## config.mk

```make
export PLATFORM = sky130hd
export DESIGN_NAME = tag_array_port_arbiter_flat
export DESIGN_NICKNAME = d
export VERILOG_FILES = /design/src/rtl/tag_array_port_arbiter_if.sv /design/src/rtl/tag_array_port_arbiter.sv /design/src/flat_wrapper.sv
export SDC_FILE = /design/constraint.sdc
export NUM_CORES = 1
export LEC_CHECK = 0
export ABC_AREA = 1
export CAP_MARGIN = 20
export CORE_AREA = 3 3 244 246
export CTS_CLUSTER_SIZE = 8
export DETAILED_ROUTE_END_ITERATION = 12
export DIE_AREA = 0 0 247 249
export GPL_TIMING_DRIVEN = 0
export SLEW_MARGIN = 15
export SYNTH_ARGS = -nofsm -noshare
export SYNTH_HDL_FRONTEND = slang
export SYNTH_SLANG_ARGS = --single-unit
export TNS_END_PERCENT = 100
```

## constraint.sdc

```tcl
create_clock -name RW0_clk -period 4.2 [get_ports RW0_clk]
set_clock_uncertainty 0.2 [all_clocks]
set_input_delay 0.84 -clock RW0_clk [delete_from_list [all_inputs] [get_ports RW0_clk]]
set_output_delay 0.84 -clock RW0_clk [all_outputs]
set_load 0.005 [all_outputs]
```

## src/rtl/tag_array_port_arbiter_if.sv

```systemverilog
// tag_array_port_arbiter_if: one valid/ready requester port with its read-response return path
interface tag_array_port_arbiter_if #(
    parameter int ADDR_W = 6,
    parameter int WAYS   = 4,
    parameter int WAY_W  = 24
);
    logic                    valid;
    logic                    ready;
    logic                    write;
    logic [ADDR_W-1:0]       addr;
    logic [WAYS-1:0]         wmask;
    logic [WAYS*WAY_W-1:0]   wdata;
    logic                    resp_valid;
    logic [WAYS*WAY_W-1:0]   resp_data;
    modport master (output valid, write, addr, wmask, wdata, input ready, resp_valid, resp_data);
    modport slave  (input valid, write, addr, wmask, wdata, output ready, resp_valid, resp_data);
endinterface

```

## src/rtl/tag_array_port_arbiter.sv

```systemverilog
// tag_array_port_arbiter: clear sweep plus two-port round-robin arbiter in front of a single-port tag SRAM
module tag_array_port_arbiter #(
    parameter int ADDR_W = 6,
    parameter int WAYS   = 4,
    parameter int WAY_W  = 24,
    localparam int DATA_W = WAYS * WAY_W
) (
    input  logic                     RW0_clk,
    input  logic                     rst,
    input  logic                     flush,
    output logic                     init_busy,
    tag_array_port_arbiter_if.slave  p0,
    tag_array_port_arbiter_if.slave  p1,
    output logic                     sram_en,
    output logic                     sram_wmode,
    output logic [ADDR_W-1:0]        sram_addr,
    output logic [WAYS-1:0]          sram_wmask,
    output logic [DATA_W-1:0]        sram_wdata,
    input  logic [DATA_W-1:0]        sram_rdata
);
    typedef enum logic {INIT, ARB} state_t;
    state_t            state, state_nxt;
    logic [ADDR_W-1:0] cnt, cnt_nxt;
    logic              rr_ptr;
    logic [1:0]        resp_pend;
    logic              g0, g1;
    assign g0 = state == ARB && p0.valid && (!p1.valid || !rr_ptr);
    assign g1 = state == ARB && p1.valid && (!p0.valid || rr_ptr);
    assign p0.resp_valid = resp_pend[0];
    assign p1.resp_valid = resp_pend[1];
    assign p0.resp_data  = sram_rdata;
    assign p1.resp_data  = sram_rdata;
    // state register with sweep counter, preferred-port pointer and one-cycle read tags
    always_ff @(posedge RW0_clk) begin
        if (rst) begin
            state     <= INIT;
            cnt       <= '0;
            rr_ptr    <= 1'b0;
            resp_pend <= '0;
        end else begin
            state     <= state_nxt;
            cnt       <= cnt_nxt;
            rr_ptr    <= g0 ? 1'b1 : g1 ? 1'b0 : rr_ptr;
            resp_pend <= {g1 && !p1.write, g0 && !p0.write};
        end
    end
    // sweep runs through the last set then hands over to arbitration; flush restarts it from either state
    always_comb begin
        state_nxt = flush || (state == INIT && cnt != '1) ? INIT : ARB;
        cnt_nxt   = state == INIT && !flush ? cnt + 1'b1 : '0;
    end
    // macro drive: zero-fill writes while sweeping, otherwise the granted requester passes straight through
    always_comb begin
        init_busy  = state == INIT;
        p0.ready   = g0;
        p1.ready   = g1;
        sram_en    = init_busy || g0 || g1;
        sram_wmode = init_busy || (g0 ? p0.write : g1 && p1.write);
        sram_addr  = init_busy ? cnt : g0 ? p0.addr : g1 ? p1.addr : '0;
        sram_wmask = init_busy ? '1 : g0 ? p0.wmask : g1 ? p1.wmask : '0;
        sram_wdata = g0 ? p0.wdata : g1 ? p1.wdata : '0;
    end
endmodule

```

## src/flat_wrapper.sv

```systemverilog
// flat-port wrapper written by rule: the top's interface ports become plain ports
module tag_array_port_arbiter_flat 
#(
    parameter int ADDR_W = 6,
    parameter int WAYS   = 4,
    parameter int WAY_W  = 24,
    localparam int DATA_W = WAYS * WAY_W
)
  (RW0_clk, rst, flush, init_busy, sram_en, sram_wmode, sram_addr, sram_wmask, sram_wdata, sram_rdata, p0_valid, p0_write, p0_addr, p0_wmask, p0_wdata, p0_ready, p0_resp_valid, p0_resp_data, p1_valid, p1_write, p1_addr, p1_wmask, p1_wdata, p1_ready, p1_resp_valid, p1_resp_data);
  tag_array_port_arbiter_if #(.ADDR_W(ADDR_W), .WAYS(WAYS), .WAY_W(WAY_W)) p0_i ();
  tag_array_port_arbiter_if #(.ADDR_W(ADDR_W), .WAYS(WAYS), .WAY_W(WAY_W)) p1_i ();
  input  logic RW0_clk;
  input  logic rst;
  input  logic flush;
  output logic init_busy;
  output logic sram_en;
  output logic sram_wmode;
  output logic [ADDR_W-1:0] sram_addr;
  output logic [WAYS-1:0] sram_wmask;
  output logic [DATA_W-1:0] sram_wdata;
  input  logic [DATA_W-1:0] sram_rdata;
  input wire logic [$bits(p0_i.valid)-1:0] p0_valid;
  input wire logic [$bits(p0_i.write)-1:0] p0_write;
  input wire logic [$bits(p0_i.addr)-1:0] p0_addr;
  input wire logic [$bits(p0_i.wmask)-1:0] p0_wmask;
  input wire logic [$bits(p0_i.wdata)-1:0] p0_wdata;
  output wire logic [$bits(p0_i.ready)-1:0] p0_ready;
  output wire logic [$bits(p0_i.resp_valid)-1:0] p0_resp_valid;
  output wire logic [$bits(p0_i.resp_data)-1:0] p0_resp_data;
  input wire logic [$bits(p1_i.valid)-1:0] p1_valid;
  input wire logic [$bits(p1_i.write)-1:0] p1_write;
  input wire logic [$bits(p1_i.addr)-1:0] p1_addr;
  input wire logic [$bits(p1_i.wmask)-1:0] p1_wmask;
  input wire logic [$bits(p1_i.wdata)-1:0] p1_wdata;
  output wire logic [$bits(p1_i.ready)-1:0] p1_ready;
  output wire logic [$bits(p1_i.resp_valid)-1:0] p1_resp_valid;
  output wire logic [$bits(p1_i.resp_data)-1:0] p1_resp_data;
  assign p0_i.valid = p0_valid;
  assign p0_i.write = p0_write;
  assign p0_i.addr = p0_addr;
  assign p0_i.wmask = p0_wmask;
  assign p0_i.wdata = p0_wdata;
  assign p0_ready = p0_i.ready;
  assign p0_resp_valid = p0_i.resp_valid;
  assign p0_resp_data = p0_i.resp_data;
  assign p1_i.valid = p1_valid;
  assign p1_i.write = p1_write;
  assign p1_i.addr = p1_addr;
  assign p1_i.wmask = p1_wmask;
  assign p1_i.wdata = p1_wdata;
  assign p1_ready = p1_i.ready;
  assign p1_resp_valid = p1_i.resp_valid;
  assign p1_resp_data = p1_i.resp_data;
  tag_array_port_arbiter #(.ADDR_W(ADDR_W), .WAYS(WAYS), .WAY_W(WAY_W)) u_core (.RW0_clk(RW0_clk), .rst(rst), .flush(flush), .init_busy(init_busy), .p0(p0_i), .p1(p1_i), .sram_en(sram_en), .sram_wmode(sram_wmode), .sram_addr(sram_addr), .sram_wmask(sram_wmask), .sram_wdata(sram_wdata), .sram_rdata(sram_rdata));
endmodule
```

==> flow_results.org, run 1 <==
** Run status
- Status :: complete, no violations

** Hold path
- In this run the worst hold path is classified as reg2reg.
- In this run the most critical hold path is launched from u_core.cnt[0].

** Global route
- Pin count of the biggest net entering global routing :: 11
- The number of antenna violations at the first check in global routing was 0.
- Wire length of the first global-routing pass :: 37,810 um
- The via count of the first global-routing pass was 5,244.
- Combined global-route utilization of all metal layers :: 8.711%
- Congestion Overflow GR :: 0

** Yosys
- Summed over all instances, the cell type with the most area after synthesis is sky130_fd_sc_hd__buf_4.
- The number of different library cells used by synthesis comes to 18.
- Number of instances in the synthesized netlist :: 596
- Yosys warns :: 0
- Mean area per synthesized cell :: 5.414 sq um
- After synthesis, the largest area contributor takes up 45.60% of total cell area.
- Top cells by instance count after synthesis :: sky130_fd_sc_hd__nand2_1 (326), sky130_fd_sc_hd__buf_4 (196), sky130_fd_sc_hd__nand3_1 (14)
- By instance count, the leading cell after synthesis is sky130_fd_sc_hd__nand2_1.
- For this run, the leading register cell type out of synthesis is sky130_fd_sc_hd__dfxtp_1.
- Count of flip-flops with a built-in enable after synthesis :: 0
- Post-synthesis cell area :: 3227 sq um
- Portion of the post-synthesis area used by sequential elements :: 6.204%
- Async set-reset flop share out of synthesis :: 0%
- Counting every net in the synthesized netlist gives 912.
- By area the synthesized netlist is led by sky130_fd_sc_hd__buf_4 (46%), sky130_fd_sc_hd__nand2_1 (38%), sky130_fd_sc_hd__dfxtp_1 (6.2%).
- Counting flops and latches in the post-synthesis netlist gives 10.

** Worst setup path
- By instance count, the cell type seen most on the critical path is sky130_fd_sc_hd__nand2_1.
- Startpoint type of the worst setup path :: primary input
- In this run the worst path has a maximum fanout of 10.
- In this run the worst setup path begins at p1_valid.
- Grouping stages by cell kind, the critical path spends the most delay in buffers and inverters.
- The critical path is of the in2out type.
- Worst Setup End Kind :: primary output
- Buffering stage count on the worst path with inverters included :: 5
- For the worst setup path, the data arrival time is 3030 ps.
- Max stage delay on crit path :: 600 ps
- Crit-path cells :: clkdlybuf4s50_1 > nand2_1 > a21oi_4 > buf_12 > buf_4 > buf_2 > nand2_1 > nand2_1 > clkdlybuf4s50_1
- Startpoint of the most critical register-to-register path :: u_core.state
- On the critical path, the stage with the largest delay is an instance of sky130_fd_sc_hd__clkdlybuf4s50_1.
- STA puts the critical path data required time at 3160 ps.

** Floorplan
- The core region is 57,590 sq um.
- The die is 247 um wide.
- For this configuration, the core starts out at a cell density of 5.604%.
- Pin placement for this block handled 620 I/O pins.
- Area of the die :: 61,500 sq um
- The floorplan has 88 rows.
- Die boundary height :: 249 um

** Power and ir drop
- Part of the total power dissipated in combinational logic :: 65.5%
- Per report_power, the clock group accounts for 23.1% of the total.
- Share of total power consumed by net switching :: 19.52%
- The analysis attributes to cell leakage a power of 4.256 nW.
- Power spread over the standard cell area amounts to 88.47 nW/um^2.
- VDD sags by at most 0.08861 mV.
- The internal portion of the total power is 0.6840 mW.
- Sequential cells burn 11.4% of the power.
- Power dissipated by switching net loads :: 0.1659 mW

** STA
- Share of the cycle needed by the critical path after routing :: 96.93%
- Post-route setup slack :: 129.0 ps
- For the pin with the worst max-slew slack, the measured transition is 498.8 ps.
- Summed over all failing endpoints, the final setup total negative slack is 0 ps.
- Derived from the worst setup path, the maximum achievable clock frequency is 245.6 MHz.
- The hold violation total from the final report came to 0.
- The max-slew violation count came to 0.
- Setup repair after global routing left no endpoint under its margin.
- Max-slew headroom :: 66.69%
- Final setup vio count :: 0
- Final critical delay including setup and external delays :: 4071 ps

** Finish
- The multi-input combinational cells in the finished layout cover a total of 1423 sq um.
- Area growth from synthesis to layout :: 197.7%
- Count of fill cells added during filler insertion :: 6,582
- Number of nets in the finished design :: 1,448
- Of the cells placed in the final design, the portion with a size suffix greater than 1 is 20.34%.
- In the final layout, flip-flops and latches occupy 200.2 sq um.

** Run
- Number of max-capacitance violations reported :: 0

** Routing
- Wire length reported by the detailed router :: 29,450 um
- In the final routed layout, each cell accounts on average for 15.52 um.
- After the first detailed-routing iteration, the DRC count stood at 168.
- For this run, design rule violations remaining after detail routing come to 0.
- The routed layout has 5,247 vias.
- Number of detailed-routing iterations run before antenna repair :: 4
- In this run the remaining antenna-violating nets after routing total 0.
- Via-per-instance ratio :: 2.764

** Placed design
- Routability-driven placement finished with a final weighted congestion of 0.7872.
- Prior to clock tree synthesis, the placed netlist has a worst setup slack of -818.8 ps.
- Detailed placement ended at an HPWL of 27,020 um.
- Port buffering added 523 buffers.

** Clocking
- Worst skew pair latency :: 240 ps
- Buffers inserted to repair hold after CTS numbered 0.
- Clock sinks :: 10
- Worst-path clk slew :: 50 ps
- CTS built an H-tree with a depth of 1.
- TritonCTS built the clock tree.
- Cell chosen for the clock root :: sky130_fd_sc_hd__clkbuf_16
- CTS Buffer Depth :: 2
- CTS buffer count :: 3
## kinds of logic after synthesis
group / after synthesis / synth area share [%]
adders and majority gates: 1 / 0.3877
and+or+nand+nor: 352 / 41.76
DFF: 10 / 6.204
buffers and inverters: 225 / 49.71
AOI/OAI and AO/OA: 8 / 1.939
## metrics by stage
step	power (mW)	hold slack [ps]	std cells	util, %	cell area, sq um
after floorplan	0.2503	229.7	596	-	3227
after detailed placement	0.6575	253.8	1884	16.36	9419
after CTS	0.8564	264.2	1896	16.65	9588
final	0.8498	270.4	1898	16.68	9605
after global placement	0.6560	243.0	1884	16.36	9419
after global routing	0.8909	285.2	1896	16.67	9600
## flip-flops by register name, indices dropped and copies added (netlist names)
register,flops
u_core.cnt,6
u_core.state,1
u_core.resp_pend,2
u_core.rr_ptr,1
## repair_timing
| item | CTS | global route |
|---|---|---|
| buffers inserted | 8 | 0 |
| gates resized for setup | 12 | 5 |
| endpoints found under the setup margin | 99 | 5 |
| gates cloned | 0 | 0 |
## power groups by stage
stage	logic, mW	clock network, mW	registers (mW)
after floorplan	0.152	0	0.0985
final	0.557	0.196	0.0970
after global routing	0.589	0.204	0.0970
after detailed placement	0.559	0	0.0988
after global placement	0.557	0	0.0987
after CTS	0.561	0.198	0.0970
## layout make-up
| class | instances | area share, % |
|---|---|---|
| buffer | 215 | 16.36 |
| sequential | 10 | 2.084 |
| timing repair buffer | 531 | 55.41 |
| multi-input combinational | 361 | 14.81 |
| inverter | 10 | 0.3908 |
| tap | 765 | 9.965 |
| antenna | 2 | 0.05210 |
| clock buffer | 4 | 0.9248 |
## cells in the final DEF, fill, tap and decap left out
cell type / netlist / layout
sky130_fd_sc_hd__ha_1: 1 / 1
sky130_fd_sc_hd__dlymetal6s2s_1: 0 / 5
sky130_fd_sc_hd__inv_1: 8 / 8
sky130_fd_sc_hd__or2_2: 1 / 1
sky130_fd_sc_hd__o21ai_0: 2 / 2
sky130_fd_sc_hd__nor3b_1: 1 / 1
sky130_fd_sc_hd__clkinv_1: 1 / 1
sky130_fd_sc_hd__a21oi_4: 2 / 2
sky130_fd_sc_hd__nand3_1: 14 / 14
sky130_fd_sc_hd__nor2_1: 8 / 8
sky130_fd_sc_hd__a21oi_1: 4 / 4
sky130_fd_sc_hd__clkbuf_8: 0 / 1
sky130_fd_sc_hd__clkbuf_16: 0 / 3
sky130_fd_sc_hd__buf_12: 0 / 2
sky130_fd_sc_hd__clkbuf_1: 5 / 1
sky130_fd_sc_hd__dlygate4sd2_1: 0 / 8
sky130_fd_sc_hd__clkdlybuf4s50_1: 0 / 510
sky130_fd_sc_hd__buf_2: 13 / 13
sky130_fd_sc_hd__buf_4: 196 / 202
sky130_fd_sc_hd__nor3_1: 2 / 2
sky130_fd_sc_hd__diode_2: 0 / 2
sky130_fd_sc_hd__inv_2: 1 / 1
sky130_fd_sc_hd__buf_6: 1 / 1
sky130_fd_sc_hd__dfxtp_1: 10 / 10
sky130_fd_sc_hd__nand2_1: 326 / 326
sky130_fd_sc_hd__clkbuf_2: 0 / 4
## path summary, 6_finish.rpt
path | endpoint | slack [ps] | cells after the start
worst max-delay path | sram_wdata[48] | 130 | 9
worst min-delay path | u_core.cnt[0] | 270 | 1
worst max register to register | u_core.resp_pend[0] | 2630 | 7
worst min register to register | u_core.cnt[0] | 270 | 1
## layer usage
layer  up-vias  part of all wire, %  global-route usage, %
li1       2664                    -                      -
met1      2210                   40                  10.63
met2       361                   45                  14.63
met3        12                   13                  3.412
met4         0                  1.6                  1.409
met5         -                    0                      0
Note: power is estimated with default switching activity, not from simulation.
==> inputs of run 2 (changes only) <==
- CORE_AREA: 3 3 244 246 -> 2 2 243 245
- DIE_AREA: 0 0 247 249 -> 0 0 245 247
==> run 2 against run 1 <==
  * Final cell count increased by 0.26%
  * Wire length decreased by 6.6%
  * Cell area increased by 0.36%
  * Fmax decreased by 0.25%
  * Worst hold slack got worse by 7.0 ps
==> flow_results.org, run 2 (synthesis gave the netlist of run 1 again) <==
** Routing
- Initial drt markers :: 128 (-24%)
- The number of remaining DRC errors is 0 (unchanged).
- Via-per-instance ratio :: 2.703 (-2.2%)
- Residual antenna-violating net count after detailed routing :: 0 (unchanged)
- Drt wl/cell :: 14.45 um (-6.9%)
- Wire length reported by the detailed router :: 27,490 um (-6.6%)
- Vias :: 5,143 (-2.0%)
- Number of detailed-routing iterations run before antenna repair :: 4 (unchanged)

** Finish
- The proportion of layout cells with a drive suffix above 1 is 20.35% (about the same).
- The final-stage net count is 1,447 (-0.069%).
- Register containing the most flip-flops in the final layout :: u_core.cnt
- Count of fill cells added during filler insertion :: 6,631 (+0.74%)
- Final antenna diode count :: 0 (-2)
- Number of flip-flops under the largest register name :: 6 (unchanged)
- Top library cells by usage in the layout, fill and taps aside :: sky130_fd_sc_hd__clkdlybuf4s50_1 (505), sky130_fd_sc_hd__nand2_1 (326), sky130_fd_sc_hd__buf_4 (201), sky130_fd_sc_hd__nand3_1 (14), sky130_fd_sc_hd__dlygate4sd2_1 (12)
- Largest registers ranked by flip-flop count :: u_core.cnt: 6 flops, u_core.resp_pend: 2 flops
- The final core utilization was 16.55% (-0.13 points).
- Area growth from synthesis to layout :: 198.8%
- The library cell used most frequently in the layout, excluding fill and tap cells, is sky130_fd_sc_hd__clkdlybuf4s50_1.

** Worst setup path
- The critical path in this run is classified as in2out.
- The required arrival time at the worst endpoint came to 3160 ps (about the same).
- The maximum fanout along the worst path is 10 (unchanged).
- Worst Setup End Kind :: primary output
- The setup slack on the worst flop-to-flop path came to 2570 ps (-60 ps).
- Startpoint of the most critical register-to-register path :: u_core.rr_ptr
- Capture instance of the worst register-to-register path :: u_core.resp_pend[1]
- Worst Path Arrival :: 3040 ps (about the same)
- STA classifies the critical path startpoint as a primary input.
- The logic depth of the worst register-to-register path was 7 (unchanged).

** Hold path
- Startpoint of the lowest-slack hold path :: u_core.cnt[0]
- Terminating pin of the worst hold path :: u_core.cnt[0]
- The min-delay analysis places its worst path in the category reg2reg.
- The number of cells traversed by the worst hold path came to 1 (unchanged).

** Clocking
- The tree is rooted in a sky130_fd_sc_hd__clkbuf_16.
- Clock tree from TritonCTS :: built
- The number of CTS-inserted buffers is 3 (unchanged).
- Worst skew pair latency :: 240 ps (about the same)
- The CTS sink count was 10 (unchanged).
- The clock slew seen by the registers of the worst setup and hold paths was 40 ps (about the same).
- The level count of the clock H-tree is 1 (unchanged).
- The maximum number of buffers from clock root to sink came to 2 (unchanged).

** Power and ir drop
- The power density over cell area was 87.03 nW/um^2 (-1.6%).
- The total power of the final layout was 0.8390 mW (-1.3%).
- Worst vdd rail ir drop :: 0.1008 mV (+14%)
- The static leakage power came to 4.288 nW (+0.75%).

** Placed design
- Worst slack at placement :: -1179 ps (-359.8 ps)
- GP Congestion :: 0.8140 (+3.4%)
- Post-DP HPWL :: 24,640 um (-8.8%)
- The number of I/O port buffers is 523 (unchanged).

** Floorplan
- Initial cell density of the core :: 5.541% (-0.063 points)
- The number of top-level design ports was 620 (unchanged).
- Chip width :: 245 um (-0.81%)
- The core area came to 58,240 sq um (+1.1%).
- The die area came to 60,520 sq um (-1.6%).
- Row cnt :: 89 (+1.1%)
- Die boundary height :: 247 um (-0.80%)

** STA
- Smallest hold slack :: 263.4 ps (-7.015 ps)
- Final setup vio count :: 0 (unchanged)
- RSZ-0062 raised after global routing :: no
- The max-slew violation count is 0 (unchanged).
- The post-route worst setup slack came to 118.7 ps (-10.36 ps).
- Setup TNS after final layout :: 0 ps (unchanged)
- The hold violation total from the final report was 0 (unchanged).
- The final critical-path share of the clock period was 97.17% (+0.25 points).
- Worst-Margin Slew :: 591.7 ps (+92.96 ps)
- Max-slew headroom :: 60.71% (-6.0 points)
- Final critical delay including setup and external delays :: 4081 ps (+10.36 ps)
- The fmax is 245.0 MHz (-0.25%).

** Run
- The max-capacitance violation count came to 0 (unchanged).

** Global route
- The remaining global-route overflow was 0 (unchanged).
- Combined global-route utilization of all metal layers :: 8.203% (-0.51 points)
- The largest net degree at the start of global routing is 11 (unchanged).
- Vias in the first global route :: 4,931 (-6.0%)
- Wire length of the first global-routing pass :: 35,080 um (-7.2%)
- The number of antenna violations at the first check in global routing is 1 (+1).

** Run status
- The run finished with clean final reports.
run 2: cell types whose count changed in the layout (fill, tap and decap cells not counted), moves of 2 or more:
cell,previous run,this run
sky130_fd_sc_hd__buf_6,1,3
sky130_fd_sc_hd__buf_2,13,9
sky130_fd_sc_hd__clkdlybuf4s50_1,510,505
sky130_fd_sc_hd__diode_2,2,0
sky130_fd_sc_hd__dlygate4sd2_1,8,12
run 2: stage by stage:
stage | std cells | cell area, sq um
CTS | 1903 | 9619
finish | 1903 | 9641
detailed placement | 1892 | 9429
global route | 1903 | 9641
global placement | 1892 | 9429
floorplan | 596 | 3227
run 2: repair_timing:
action                     in CTS  in global routing
setup endpoints to repair     110                 31
hold buffers                    0                  0
gates cloned                    0                  0
gates resized for setup        23                  8
setup buffers                   7                  0
run 2: final cells by class:
| cell class | instances | area, sq um | share of cell area [%] |
|---|---|---|---|
| well taps | 773 | 967.2 | 10.03 |
| repair buffers | 530 | 5325 | 55.24 |
| plain buffers | 215 | 1599 | 16.59 |
| flip-flops and latches | 10 | 200.2 | 2.077 |
| multi-input cells | 361 | 1423 | 14.76 |
| inverters | 10 | 37.54 | 0.3894 |
| clock buffers | 4 | 88.84 | 0.9215 |
run 2: worst max path at each step:
stage	start	end	slack, ps	cells past startpoint
after CTS	p1_valid	sram_wdata[46]	-6	8
after floorplan	p1_valid	sram_wdata[76]	1610	6
final	p0_valid	sram_wdata[55]	120	9
after global routing	p0_valid	sram_wdata[51]	30	9
after global placement	p1_valid	sram_wdata[37]	-1180	7
after detailed placement	p1_valid	sram_wdata[37]	-1180	7
run 2: metal layers:
metal | share of wire, % | vias up | global-route usage (%) | wire, um
li1 | - | 2664 | - | -
met1 | 39 | 2119 | 9.483 | 10780
met2 | 44 | 346 | 13.27 | 12190
met3 | 15 | 14 | 4.667 | 4107
met4 | 1.5 | 0 | 1.417 | 419
met5 | 0 | - | 0 | 0
run 2: power breakdown:
part           switching [mW]  internal [mW]  leakage (nW)  total (mW)
sequential           0.000812         0.0962        0.0808      0.0971
clock                  0.0464          0.143        0.0442       0.190
combinational           0.109          0.443          4.16       0.552
run 2: critical path, stage by stage:
cell and delay [ps]:
sky130_fd_sc_hd__clkdlybuf4s50_1 570, sky130_fd_sc_hd__nand2_1 130, sky130_fd_sc_hd__a21oi_4 170, sky130_fd_sc_hd__buf_4 160
sky130_fd_sc_hd__buf_12 130, sky130_fd_sc_hd__buf_2 230, sky130_fd_sc_hd__nand2_1 110, sky130_fd_sc_hd__nand2_1 80
sky130_fd_sc_hd__clkdlybuf4s50_1 590
==> inputs of run 3 (changes only) <==
- PLACE_DENSITY_LB_ADDON: unset -> 0.12
- RECOVER_POWER: unset -> 50
==> run 3 against run 2 <==
  * Critical path depth stayed put
  * Wire length shrank 4.1%
  * Largest power group unchanged
  * Critical path type unchanged
  * Clock-buffer cell count unchanged
  * Highest routed layer is now met3
  * Die area is the same
  * Critical endpoint is now sram_wdata[80]
==> flow_results.org, run 3 (synthesis gave the netlist of run 1 again) <==
** Finish
- Share of layout cells above drive strength 1 :: 20.42% (+0.070 points)
- Largest registers ranked by flip-flop count :: u_core.cnt: 6 flops, u_core.resp_pend: 2 flops
- Register containing the most flip-flops in the final layout :: u_core.cnt
- The final-stage net count was 1,448 (+0.069%).
- Number of flip-flops under the largest register name :: 6 (unchanged)
- The combined area of the multi-input logic cells was 1414 sq um (-0.62%).
- The antenna cell count was 0 (unchanged).
- The final core utilization is 16.50% (-0.052 points).
- The area occupied by registers was 200.2 sq um (unchanged).
- Most common cell after layout, fill and taps aside :: sky130_fd_sc_hd__clkdlybuf4s50_1
- Leaving out fill and tap cells, the most frequent cells in the layout are sky130_fd_sc_hd__clkdlybuf4s50_1 (373), sky130_fd_sc_hd__nand2_1 (325), sky130_fd_sc_hd__buf_4 (203), sky130_fd_sc_hd__dlygate4sd3_1 (149), sky130_fd_sc_hd__nand3_1 (14).
- The number of cells in the finished layout apart from fillers was 1,904 (+0.053%).
- From synthesis to final layout, the design area changed by 197.8%.
- Cell area after layout :: 9610 sq um (-0.31%)
- Count of fill cells added during filler insertion :: 6,680 (+0.74%)

** Hold path
- In this run the worst hold path is classified as reg2reg.
- The startpoint identified for the worst hold timing path is u_core.cnt[0].
- The worst hold path terminates at u_core.cnt[0].
- The number of cells traversed by the worst hold path came to 1 (unchanged).

** Clocking
- Worst skew pair latency :: 240 ps (about the same)
- Worst-path clk slew :: 40 ps (about the same)
- TritonCTS built the clock tree.
- Cell chosen for the clock root :: sky130_fd_sc_hd__clkbuf_16
- CTS Buffer Depth :: 2 (unchanged)
- CTS buffer count :: 3 (unchanged)
- Clock sinks :: 10 (unchanged)
- Depth of the CTS H-tree :: 1 (unchanged)

** Routing
- The count of vias placed by the detailed router came to 5,096 (-0.91%).
- The first-pass iteration count of the detailed router was 4 (unchanged).
- The via count normalized by instance count is 2.676 (-0.97%).
- Residual antenna-violating net count after detailed routing :: 0 (unchanged)
- Initial drt markers :: 101 (-21%)
- Wire length reported by the detailed router :: 26,360 um (-4.1%)
- Drt wl/cell :: 13.84 um (-4.2%)
- The number of remaining DRC errors is 0 (unchanged).

** Placed design
- The cell count after placement is 1,892 (unchanged).
- Worst slack at placement :: -871.4 ps (+307.2 ps)
- The detailed placer's ending HPWL was 23,560 um (-4.4%).
- GP Congestion :: 0.7053 (-13%)
- Instance area after placement :: 9429 sq um (unchanged)
- The number of I/O port buffers is 523 (unchanged).

** Worst setup path
- Kind of critical path :: in2out
- Startpoint of the most critical register-to-register path :: u_core.state
- Max stage delay on crit path :: 520 ps (-70 ps)
- Reg2reg setup slack :: 2360 ps (-210 ps)
- Crit-path cells :: clkdlybuf4s50_1 > a21oi_1 > buf_4 > buf_4 > buf_6 > buf_4 > nand2_1 > nand2_1 > clkdlybuf4s50_1
- Capture instance of the worst register-to-register path :: u_core.resp_pend[0]
- STA classifies the critical path startpoint as a primary input.
- The maximum fanout along the worst path is 10 (unchanged).
- In this design, the critical path's most frequently occurring cell is sky130_fd_sc_hd__buf_4.
- The slowest stage of the critical path belongs to the cell sky130_fd_sc_hd__clkdlybuf4s50_1.
- Worst Path Arrival :: 3000 ps (-40 ps)
- The required arrival time at the worst endpoint was 3160 ps (about the same).
- STA classifies the critical path endpoint as a primary output.
- Worst Reg2Reg Path Length in Cells :: 8 (+1)

** STA
- The max-slew violation count is 0 (unchanged).
- The final critical-path share of the clock period came to 96.20% (-0.97 points).
- Worst-Margin Slew :: 370.4 ps (-221.3 ps)
- Post-route setup slack :: 159.5 ps (+40.86 ps)
- Final Hold Vio Count :: 0 (unchanged)
- Max-slew headroom :: 75.31% (+15 points)
- Setup repair after global routing left no endpoint under its margin.
- The setup violation total in the final timing report was 0 (unchanged).
- The setup TNS after final layout was 0 ps (unchanged).
- Final critical delay including setup and external delays :: 4040 ps (-40.86 ps)
- The fmax came to 247.5 MHz (+1.0%).

** Run status
- Status :: complete, no violations

** Power and ir drop
- Worst vdd rail ir drop :: 0.1090 mV (+8.1%)
- Power Dens Cells :: 84.18 nW/um^2 (-3.3%)
- The static leakage power is 4.181 nW (-2.5%).

** Global route
- Combined global-route utilization of all metal layers :: 7.783% (-0.42 points)
- The remaining global-route overflow came to 0 (unchanged).
- The number of antenna violations at the first check in global routing came to 0 (-1).
- The via count of the first global-routing pass came to 4,919 (-0.24%).
- The global-route wire length before repair came to 34,490 um (-1.7%).
- The largest net degree at the start of global routing is 11 (unchanged).

** Floorplan
- The horizontal extent of the die came to 245 um (unchanged).
- The number of top-level design ports was 620 (unchanged).
- The core area came to 58,240 sq um (unchanged).
- The die area was 60,520 sq um (unchanged).
- Row cnt :: 89 (unchanged)
- Die boundary height :: 247 um (unchanged)
- The effective utilization at floorplan was 5.541% (unchanged).

** Run
- Number of max-capacitance violations reported :: 0 (unchanged)
## run 3: worst max path at each step
stage                     slack, ps  depth (start not counted)     start              to
after floorplan                1610                          6  p1_valid  sram_wdata[76]
after global placement         -810                          7  p1_valid  sram_wdata[37]
after detailed placement       -870                          7  p1_valid  sram_wdata[37]
after CTS                       -10                          8  p1_valid  sram_wdata[37]
after global routing             10                          9  p1_valid  sram_wdata[80]
final                           160                          9  p1_valid  sram_wdata[80]
## run 3: area by class of cell
cell class / instances / area share (%)
Inverter: 10 / 0.3906
Buffer: 215 / 16.44
Sequential cell: 10 / 2.083
Clock buffer: 4 / 0.9244
Timing Repair Buffer: 531 / 55.38
Tap cell: 773 / 10.06
Multi-Input combinational cell: 361 / 14.71
## run 3: power by group
group	total [mW]	switching, mW	leakage, nW	internal [mW]
clock	0.194	0.0504	0.0442	0.144
combinational	0.518	0.102	4.06	0.415
sequential	0.0971	0.000914	0.0808	0.0961
## run 3: worst max-delay path: cells and delay by family
| family | cells | cell delay (ps) |
|---|---|---|
| AO/OA/AOI/OAI | 1 | 330 |
| buffers and inverters | 6 | 1720 |
| AND/OR/NAND/NOR | 2 | 130 |
## run 3: per-stage QoR
step,hold WS [ps],power [mW]
after CTS,275.9,0.8555
after global placement,258.6,0.6542
after global routing,303.7,0.8560
after detailed placement,263.6,0.6527
after floorplan,229.7,0.2503
final,275.9,0.8090
## run 3: what timing repair did
action / 4_1_cts / 5_1_grt
gates resized for setup: 8 / 2
hold buffers: 0 / 0
setup endpoints to repair: 108 / 3
buffers inserted: 8 / 0
pin swaps: 0 / 0
## run 3: layer usage
layer	vias to the layer above	GRT usage (%)	routed length (um)
li1	2666	-	-
met1	2149	8.171	9418
met2	281	15.86	14700
met3	0	2.257	2242
met4	0	0.1614	0
met5	-	0	0
